**src/rtl/mem_wb_stage_pkg.sv**
```systemverilog
// -----------------------------------------------------------------------------
// mem_wb_stage_pkg
// Shared definitions for the memory-access stage and its MEM/WB register:
//   - mem_state_t      : access FSM state encoding (IDLE / WAIT)
//   - WORD_ALIGN_MASK  : address bits that must be zero for a word access
//   - BUBBLE_*         : values loaded into MEM/WB when no instruction retires
//   - wb_bundle_t      : the write-back payload carried by MEM/WB
//   - helper functions for alignment checks and word address formation
// -----------------------------------------------------------------------------
package mem_wb_stage_pkg;

  typedef enum logic {
    IDLE = 1'b0,
    WAIT = 1'b1
  } mem_state_t;

  localparam logic [1:0] WORD_ALIGN_MASK  = 2'b11;
  localparam logic [4:0] BUBBLE_RD        = 5'd0;
  localparam logic       BUBBLE_REG_WRITE = 1'b0;

  typedef struct packed {
    logic [31:0] data;
    logic [4:0]  rd;
    logic        reg_write;
  } wb_bundle_t;

  // True when the byte offset of an address is not word aligned.
  function automatic logic is_misaligned(input logic [1:0] low_bits);
    return |(low_bits & WORD_ALIGN_MASK);
  endfunction

  // Clears the byte offset so the memory always sees a word address.
  function automatic logic [31:0] word_align(input logic [31:0] addr);
    return addr & ~{30'd0, WORD_ALIGN_MASK};
  endfunction

endpackage

```
**src/rtl/mem_wb_stage_if.sv**
```systemverilog
// -----------------------------------------------------------------------------
// mem_wb_stage_if
// Data-memory port used by the memory-access stage.
//   req   : access request (stage -> memory)
//   we    : 1 = store, 0 = load
//   addr  : word-aligned byte address
//   wdata : store data
//   rdata : load data, valid in the cycle ready is high
//   ready : access completes this cycle (memory -> stage)
// The master modport is the pipeline stage, the slave modport is the memory.
// -----------------------------------------------------------------------------
interface mem_wb_stage_if;

  logic        req;
  logic        we;
  logic [31:0] addr;
  logic [31:0] wdata;
  logic [31:0] rdata;
  logic        ready;

  modport master (
    output req,
    output we,
    output addr,
    output wdata,
    input  rdata,
    input  ready
  );

  modport slave (
    input  req,
    input  we,
    input  addr,
    input  wdata,
    output rdata,
    output ready
  );

endinterface

```
**src/rtl/mem_wb_stage_mem_access_fsm.sv**
```systemverilog
// -----------------------------------------------------------------------------
// mem_access_fsm
// Tracks one outstanding data-memory access and decides, each cycle, whether
// the access is requested, stalls the pipeline, completes, or is aborted
// because the memory has not answered within TIMEOUT stall cycles.
//
// Ports:
//   clk        in   rising-edge clock
//   reset      in   asynchronous active-low reset
//   access     in   aligned load/store present in EX/MEM
//   dmem_ready in   memory completes the access this cycle
//   dmem_req   out  access request to memory (combinational)
//   mem_stall  out  hold upstream pipeline this cycle (combinational)
//   abort      out  access given up this cycle (combinational)
//   complete   out  access finishes this cycle (combinational)
// -----------------------------------------------------------------------------
module mem_access_fsm
  import mem_wb_stage_pkg::*;
#(
  parameter int TIMEOUT = 255,
  parameter int CNT_W   = 10
) (
  input  logic clk,
  input  logic reset,
  input  logic access,
  input  logic dmem_ready,
  output logic dmem_req,
  output logic mem_stall,
  output logic abort,
  output logic complete
);

  mem_state_t       state_reg;
  mem_state_t       state_next;
  logic [CNT_W-1:0] cnt_reg;
  logic [CNT_W-1:0] cnt_next;
  logic             at_limit;

  always_ff @(posedge clk or negedge reset) begin
    if (!reset) begin
      state_reg <= IDLE;
      cnt_reg   <= '0;
    end else begin
      state_reg <= state_next;
      cnt_reg   <= cnt_next;
    end
  end

  // cnt_reg counts stall cycles already spent on the current access, so an
  // access that never sees ready stalls exactly TIMEOUT cycles and is then
  // aborted in the following cycle without a request or stall.
  always_comb begin
    state_next = state_reg;
    cnt_next   = cnt_reg;
    dmem_req   = 1'b0;
    abort      = 1'b0;
    complete   = 1'b0;
    at_limit   = (cnt_reg == CNT_W'(TIMEOUT));

    case (state_reg)
      IDLE: begin
        dmem_req = access;
        if (access) begin
          if (dmem_ready) begin
            // zero-wait access: finishes without leaving IDLE
            complete = 1'b1;
          end else begin
            state_next = WAIT;
            cnt_next   = CNT_W'(1);
          end
        end
      end

      WAIT: begin
        if (!access) begin
          // instruction vanished (should not happen while stalled); recover
          state_next = IDLE;
          cnt_next   = '0;
        end else if (dmem_ready) begin
          dmem_req   = 1'b1;
          complete   = 1'b1;
          state_next = IDLE;
          cnt_next   = '0;
        end else if (at_limit) begin
          abort      = 1'b1;
          state_next = IDLE;
          cnt_next   = '0;
        end else begin
          dmem_req = 1'b1;
          cnt_next = cnt_reg + CNT_W'(1);
        end
      end

      default: begin
        state_next = IDLE;
        cnt_next   = '0;
      end
    endcase

    // While reset is held the request is withdrawn immediately, even if the
    // EX/MEM inputs still describe a memory instruction.
    if (!reset) begin
      dmem_req = 1'b0;
      abort    = 1'b0;
      complete = 1'b0;
    end

    mem_stall = dmem_req & ~dmem_ready;
  end

endmodule

```
**src/rtl/mem_wb_stage.sv**
```systemverilog
// -----------------------------------------------------------------------------
// mem_wb_stage
// Memory-access stage plus MEM/WB pipeline register. Performs word loads and
// stores on a variable-latency memory port, stalls the upstream pipeline while
// an access is outstanding, resolves branches, and registers write-back data.
//
// Ports:
//   clk, reset                  clock, asynchronous active-low reset
//   alu_result, store_data      EX/MEM address/result and store data
//   rd_addr, reg_write          destination register and its write enable
//   zero, branch, jump          branch resolution inputs
//   mem_read, mem_write         load / store
//   mem_to_reg                  write-back selects load data
//   dmem                        data-memory port (master side)
//   mem_stall                   hold PC..EX/MEM this cycle (combinational)
//   pc_src, jump_out            branch taken / jump passthrough (combinational)
//   wb_data, wb_rd, wb_reg_write registered write-back payload
//   misalign_err, bus_err       registered one-cycle error pulses
// -----------------------------------------------------------------------------
module mem_wb_stage
  import mem_wb_stage_pkg::*;
#(
  parameter int TIMEOUT = 255,
  parameter int CNT_W   = 10
) (
  input  logic           clk,
  input  logic           reset,
  input  logic [31:0]    alu_result,
  input  logic [31:0]    store_data,
  input  logic [4:0]     rd_addr,
  input  logic           zero,
  input  logic           branch,
  input  logic           jump,
  input  logic           mem_read,
  input  logic           mem_write,
  input  logic           mem_to_reg,
  input  logic           reg_write,
  mem_wb_stage_if.master dmem,
  output logic           mem_stall,
  output logic           pc_src,
  output logic           jump_out,
  output logic [31:0]    wb_data,
  output logic [4:0]     wb_rd,
  output logic           wb_reg_write,
  output logic           misalign_err,
  output logic           bus_err
);

  logic       mem_op;
  logic       misalign;
  logic       access;
  logic       access_req;
  logic       abort;
  logic       complete;
  logic       capture_bubble;
  wb_bundle_t wb_reg;
  wb_bundle_t wb_next;
  logic       misalign_err_reg;
  logic       bus_err_reg;

  // Address decode: a misaligned access never reaches the memory.
  assign mem_op   = mem_read | mem_write;
  assign misalign = mem_op & is_misaligned(alu_result[1:0]);
  assign access   = mem_op & ~misalign;

  mem_access_fsm #(
    .TIMEOUT (TIMEOUT),
    .CNT_W   (CNT_W)
  ) u_fsm (
    .clk        (clk),
    .reset      (reset),
    .access     (access),
    .dmem_ready (dmem.ready),
    .dmem_req   (access_req),
    .mem_stall  (mem_stall),
    .abort      (abort),
    .complete   (complete)
  );

  // Memory port. Load+store together is treated as a store.
  assign dmem.req   = access_req;
  assign dmem.we    = mem_write;
  assign dmem.addr  = word_align(alu_result);
  assign dmem.wdata = store_data;

  assign pc_src   = branch & zero;
  assign jump_out = jump;

  // MEM/WB capture. A stalled, aborted or misaligned instruction does not
  // retire, so a bubble is inserted; wb_data keeps its old value because only
  // wb_reg_write qualifies it downstream.
  always_comb begin
    wb_next        = wb_reg;
    capture_bubble = misalign | abort | mem_stall;
    if (capture_bubble) begin
      wb_next.rd        = BUBBLE_RD;
      wb_next.reg_write = BUBBLE_REG_WRITE;
    end else begin
      wb_next.data      = (complete & mem_to_reg) ? dmem.rdata : alu_result;
      wb_next.rd        = rd_addr;
      wb_next.reg_write = reg_write;
    end
  end

  always_ff @(posedge clk or negedge reset) begin
    if (!reset) begin
      wb_reg           <= '0;
      misalign_err_reg <= 1'b0;
      bus_err_reg      <= 1'b0;
    end else begin
      wb_reg           <= wb_next;
      misalign_err_reg <= misalign;
      bus_err_reg      <= abort;
    end
  end

  assign wb_data      = wb_reg.data;
  assign wb_rd        = wb_reg.rd;
  assign wb_reg_write = wb_reg.reg_write;
  assign misalign_err = misalign_err_reg;
  assign bus_err      = bus_err_reg;

endmodule

```
**src/flat_wrapper.sv**
```systemverilog
// flat-port wrapper written by rule: the top's interface ports become plain ports
module mem_wb_stage_flat import mem_wb_stage_pkg::*;
#(
  parameter int TIMEOUT = 255,
  parameter int CNT_W   = 10
)
  (clk, reset, alu_result, store_data, rd_addr, zero, branch, jump, mem_read, mem_write, mem_to_reg, reg_write, mem_stall, pc_src, jump_out, wb_data, wb_rd, wb_reg_write, misalign_err, bus_err, dmem_req, dmem_we, dmem_addr, dmem_wdata, dmem_rdata, dmem_ready);
  mem_wb_stage_if dmem_i ();
  input  logic clk;
  input  logic reset;
  input  logic [31:0] alu_result;
  input  logic [31:0] store_data;
  input  logic [4:0] rd_addr;
  input  logic zero;
  input  logic branch;
  input  logic jump;
  input  logic mem_read;
  input  logic mem_write;
  input  logic mem_to_reg;
  input  logic reg_write;
  output logic mem_stall;
  output logic pc_src;
  output logic jump_out;
  output logic [31:0] wb_data;
  output logic [4:0] wb_rd;
  output logic wb_reg_write;
  output logic misalign_err;
  output logic bus_err;
  output wire logic [$bits(dmem_i.req)-1:0] dmem_req;
  output wire logic [$bits(dmem_i.we)-1:0] dmem_we;
  output wire logic [$bits(dmem_i.addr)-1:0] dmem_addr;
  output wire logic [$bits(dmem_i.wdata)-1:0] dmem_wdata;
  input wire logic [$bits(dmem_i.rdata)-1:0] dmem_rdata;
  input wire logic [$bits(dmem_i.ready)-1:0] dmem_ready;
  assign dmem_req = dmem_i.req;
  assign dmem_we = dmem_i.we;
  assign dmem_addr = dmem_i.addr;
  assign dmem_wdata = dmem_i.wdata;
  assign dmem_i.rdata = dmem_rdata;
  assign dmem_i.ready = dmem_ready;
  mem_wb_stage #(.TIMEOUT(TIMEOUT), .CNT_W(CNT_W)) u_core (.clk(clk), .reset(reset), .alu_result(alu_result), .store_data(store_data), .rd_addr(rd_addr), .zero(zero), .branch(branch), .jump(jump), .mem_read(mem_read), .mem_write(mem_write), .mem_to_reg(mem_to_reg), .reg_write(reg_write), .dmem(dmem_i), .mem_stall(mem_stall), .pc_src(pc_src), .jump_out(jump_out), .wb_data(wb_data), .wb_rd(wb_rd), .wb_reg_write(wb_reg_write), .misalign_err(misalign_err), .bus_err(bus_err));
endmodule
```
**config.mk**
```make
export PLATFORM = sky130hd
export DESIGN_NAME = mem_wb_stage_flat
export DESIGN_NICKNAME = d
export VERILOG_FILES = /design/src/rtl/mem_wb_stage_pkg.sv /design/src/rtl/mem_wb_stage_if.sv /design/src/rtl/mem_wb_stage_mem_access_fsm.sv /design/src/rtl/mem_wb_stage.sv /design/src/flat_wrapper.sv
export SDC_FILE = /design/constraint.sdc
export NUM_CORES = 1
export LEC_CHECK = 0
export ABC_AREA = 0
export ABC_CLOCK_PERIOD_IN_PS = 1800
export BUFFER_PORTS_ARGS = -buffer_cell sky130_fd_sc_hd__buf_2
export CORE_ASPECT_RATIO = 1.1
export CORE_MARGIN = 2
export CORE_UTILIZATION = 41
export CTS_BUF_LIST = sky130_fd_sc_hd__clkbuf_4 sky130_fd_sc_hd__clkbuf_8 sky130_fd_sc_hd__clkbuf_16
export DETAILED_ROUTE_END_ITERATION = 16
export PLACE_DENSITY = 0.82
export SKIP_CTS_REPAIR_TIMING = 1
export SLEW_MARGIN = 15
export SYNTH_ARGS = -nofsm -noshare
export SYNTH_HDL_FRONTEND = slang
export SYNTH_SLANG_ARGS = --single-unit
export TNS_END_PERCENT = 20
```
**constraint.sdc**
```tcl
create_clock -name clk -period 1.8 [get_ports clk]
set_input_delay 0.09 -clock clk [delete_from_list [all_inputs] [get_ports clk]]
set_output_delay 0.09 -clock clk [all_outputs]
set_load 0.01 [all_outputs]
```
==> impl_metrics.tcl <==
set metrics [dict create \
    fmax_ghz 0.539 \
    route.detailed.drc 0 \
    final_hold_viol_count 16 \
    core-area_um2 6970 \
    rows 32 \
    diodes 0 \
    nets 520 \
    cp.depth 6 \
    slew_headroom_pct 52.6 \
    ys_warn_count 0 \
    postRouteAntennaNets 0 \
    cp_num_buf_inv 1 \
    largest_reg_flops 32 \
    cts_tree "built" \
    outcome "complete, but fails checks" \
    nFillCells 672 \
    synth_top_area_cell "dfrtp_1" \
    synth_top_area_share_pct 43.4 \
    wl_per_cell_um 13.3 \
    endpoint_kind "output port" \
    total_power_mw 2.63 \
    ioPinCount 220 \
    cap_violations 0 \
    place_area_um2 3290 \
    clock_sinks 51 \
    clockBufferDepth 2 \
    violations "negative hold slack, negative setup slack" \
    start_util_pct 42.2 \
    critPathMaxStageDelay_ns 0.53 \
    grt_pass1_wl_mm 9.97 \
    worst_slack_ns -0.0536 \
    fp.dieH_um 92.8 \
    leakage_nw 2.02 \
    die_w_um 84.8 \
    clock_latency_ns 0.29 \
    synthTopCellsByArea "dfrtp_1 43%, buf_4 17%, mux2i_1 10%, o21ai_1 5.4%, nand2_1 4.8%" \
    overflow 0 \
    synth-seq-cells 51 \
    fin_cells 494 \
    dr.pass1.iters 4 \
    avgSynthCellArea_um2 9.55 \
    final_max_slew_viol_count 0 \
    critPathRequiredTime_ns 1.71 \
    grt_setup_unrepaired "true" \
    cp_max_fo 5 \
    arrival_ns 1.76 \
    cp_slowest_cell "or4_4" \
    grt_pass1_vias 2218 \
    critical_path_class "reg -> out" \
    hp-class "in -> async" \
    drt_iter0_drc 74 \
    final_common_cell "buf_2" \
    fin_crit_sh_pct 103 \
    h-tree-depth 2 \
    path_cells "ha_4 -> nand3_4 -> or4_4 -> nor2_2 -> nor2_1 -> buf_2" \
    tightest_slew_ns 0.709 \
    cts_root_buf "clkbuf_8" \
    syn_to_final_growth_pct 20.0 \
    antenna_found_initial 0 \
    r2r_cells 5 \
    syn_area_um2 2940 \
    grt_usage_pct 15.7 \
    hpwl_mm 5.00 \
    dp_slack_ns 0.0560 \
    cts.clk_slew.worst_paths_ns 0.09 \
    grt_max_degree 38 \
    wl_mm 6.57 \
    syn_inst 308 \
    fin_util_pct 50.7 \
    vias_per_cell 4.90 \
    hold-worst-slack_ns -0.00878 \
    start_kind "flip-flop" \
    post_synth_num_cell_types 41 \
    cts_buffers 5 \
    multi_input_comb_area_um2 1080 \
    dieArea_um2 7870 \
    design_area_um2 3530 \
    setup_viol 1 \
    dp.cells 475 \
    power-per-cell-area_nw_per_um2 744 \
    ir_drop_uv 390 \
    seq_area_frac_synth_pct 43.4 \
    gp_congestion 0.876 \
    port_buffers 151 \
    skew_ns 0.00229 \
    drive_gt1_share_pct 44.5 \
    vias 2420 \
    final_cell_mix "151 x buf_2, 50 x dfrtp_1, 38 x nand2_1" \
    period_minus_slack_ns 1.85 \
    regArea_um2 1280 \
    critPathTopFamily "simple AND/OR/NAND/NOR gates" \
]
==> stage by stage <==
step	setup TNS (ns)	hold WS, ns
2_1_floorplan	0	-0.206
3_3_place_gp	0	0.0998
3_5_place_dp	0	0.0969
4_1_cts	-0.286	-0.232
5_1_grt	-0.226	0.00378
6_report	-0.0536	-0.00878
==> metal layers <==
layer,global-route usage [%],wire [um],part of all wire [%]
met2,29.5,3470,53
met1,17.3,2480,38
met3,3.65,509,7.8
met4,5.03,106,1.6
met5,0,0,0
==> Yosys cell counts <==
library cell,n
a21bo_1,1
a22o_1,3
nor3_1,4
or4_1,1
ha_1,1
buf_12,3
mux2i_1,30
or3b_1,1
o31a_2,1
nor4_1,1
a31oi_1,1
a31o_1,1
o21ai_0,4
or2_1,1
nor2b_1,1
or3_1,3
nor4b_1,1
clkbuf_1,8
a21o_1,1
o311ai_1,1
o22ai_1,1
o21a_1,1
buf_6,2
conb_1,1
nor3b_1,1
o31ai_1,1
and2_1,2
inv_1,9
a21oi_1,4
nand4_1,3
nand2_1,38
nand3_1,6
and4_1,2
dfrtp_1,51
buf_4,66
o21ai_1,32
nand2b_1,2
or4b_4,1
and3_1,1
nor2_1,15
a21boi_1,1
==> layout make-up <==
type | instances | area share (%)
Sequential cell | 51 | 36.2
Inverter | 9 | 0.957
Tap cell | 85 | 3.01
Timing Repair Buffer | 171 | 26.4
Multi-Input combinational cell | 170 | 30.5
Clock inverter | 1 | 0.213
Clock buffer | 7 | 2.73
==> report_power, final <==
| group | switching (mW) | internal, mW | total, mW |
|---|---|---|---|
| Clock | 0.363 | 0.350 | 0.713 |
| Combinational | 0.319 | 0.272 | 0.591 |
| Sequential | 0.0590 | 1.26 | 1.32 |
| Total | 0.742 | 1.88 | 2.63 |
==> worst min-delay path, cell delays in order <==
cell   delay (ns)
buf_2        0.11
buf_4        0.13
buf_4        0.40
==> path summary, 6_finish.rpt <==
path / to / start / slack (ns)
max: dmem_req / u_core.u_fsm.cnt_reg[1] / -0.05
max reg2reg: u_core.u_fsm.cnt_reg[3] / u_core.u_fsm.cnt_reg[1] / 0.13
min reg2reg: u_core.wb_data[10] / u_core.wb_data[10] / 0.49
min: u_core.wb_data[13] / reset / -0.009
min in group clk: u_core.wb_reg_write / reg_write / -0.01
max in group asynchronous: u_core.wb_data[15] / reset / 0.82
==> logic make-up (layout without fill, tap and decap cells) <==
kind of cell	count (synthesis)	after routing	share of synthesized area, %
buffers and inverters	88	188	21.8
adders and majority gates	1	1	0.425
AOI/OAI and AO/OA	53	53	10.4
DFF	51	51	43.4
muxes	30	30	10.2
and+or+nand+nor	84	84	13.6
other	1	2	0.127
(Power assumes the default switching activity.)
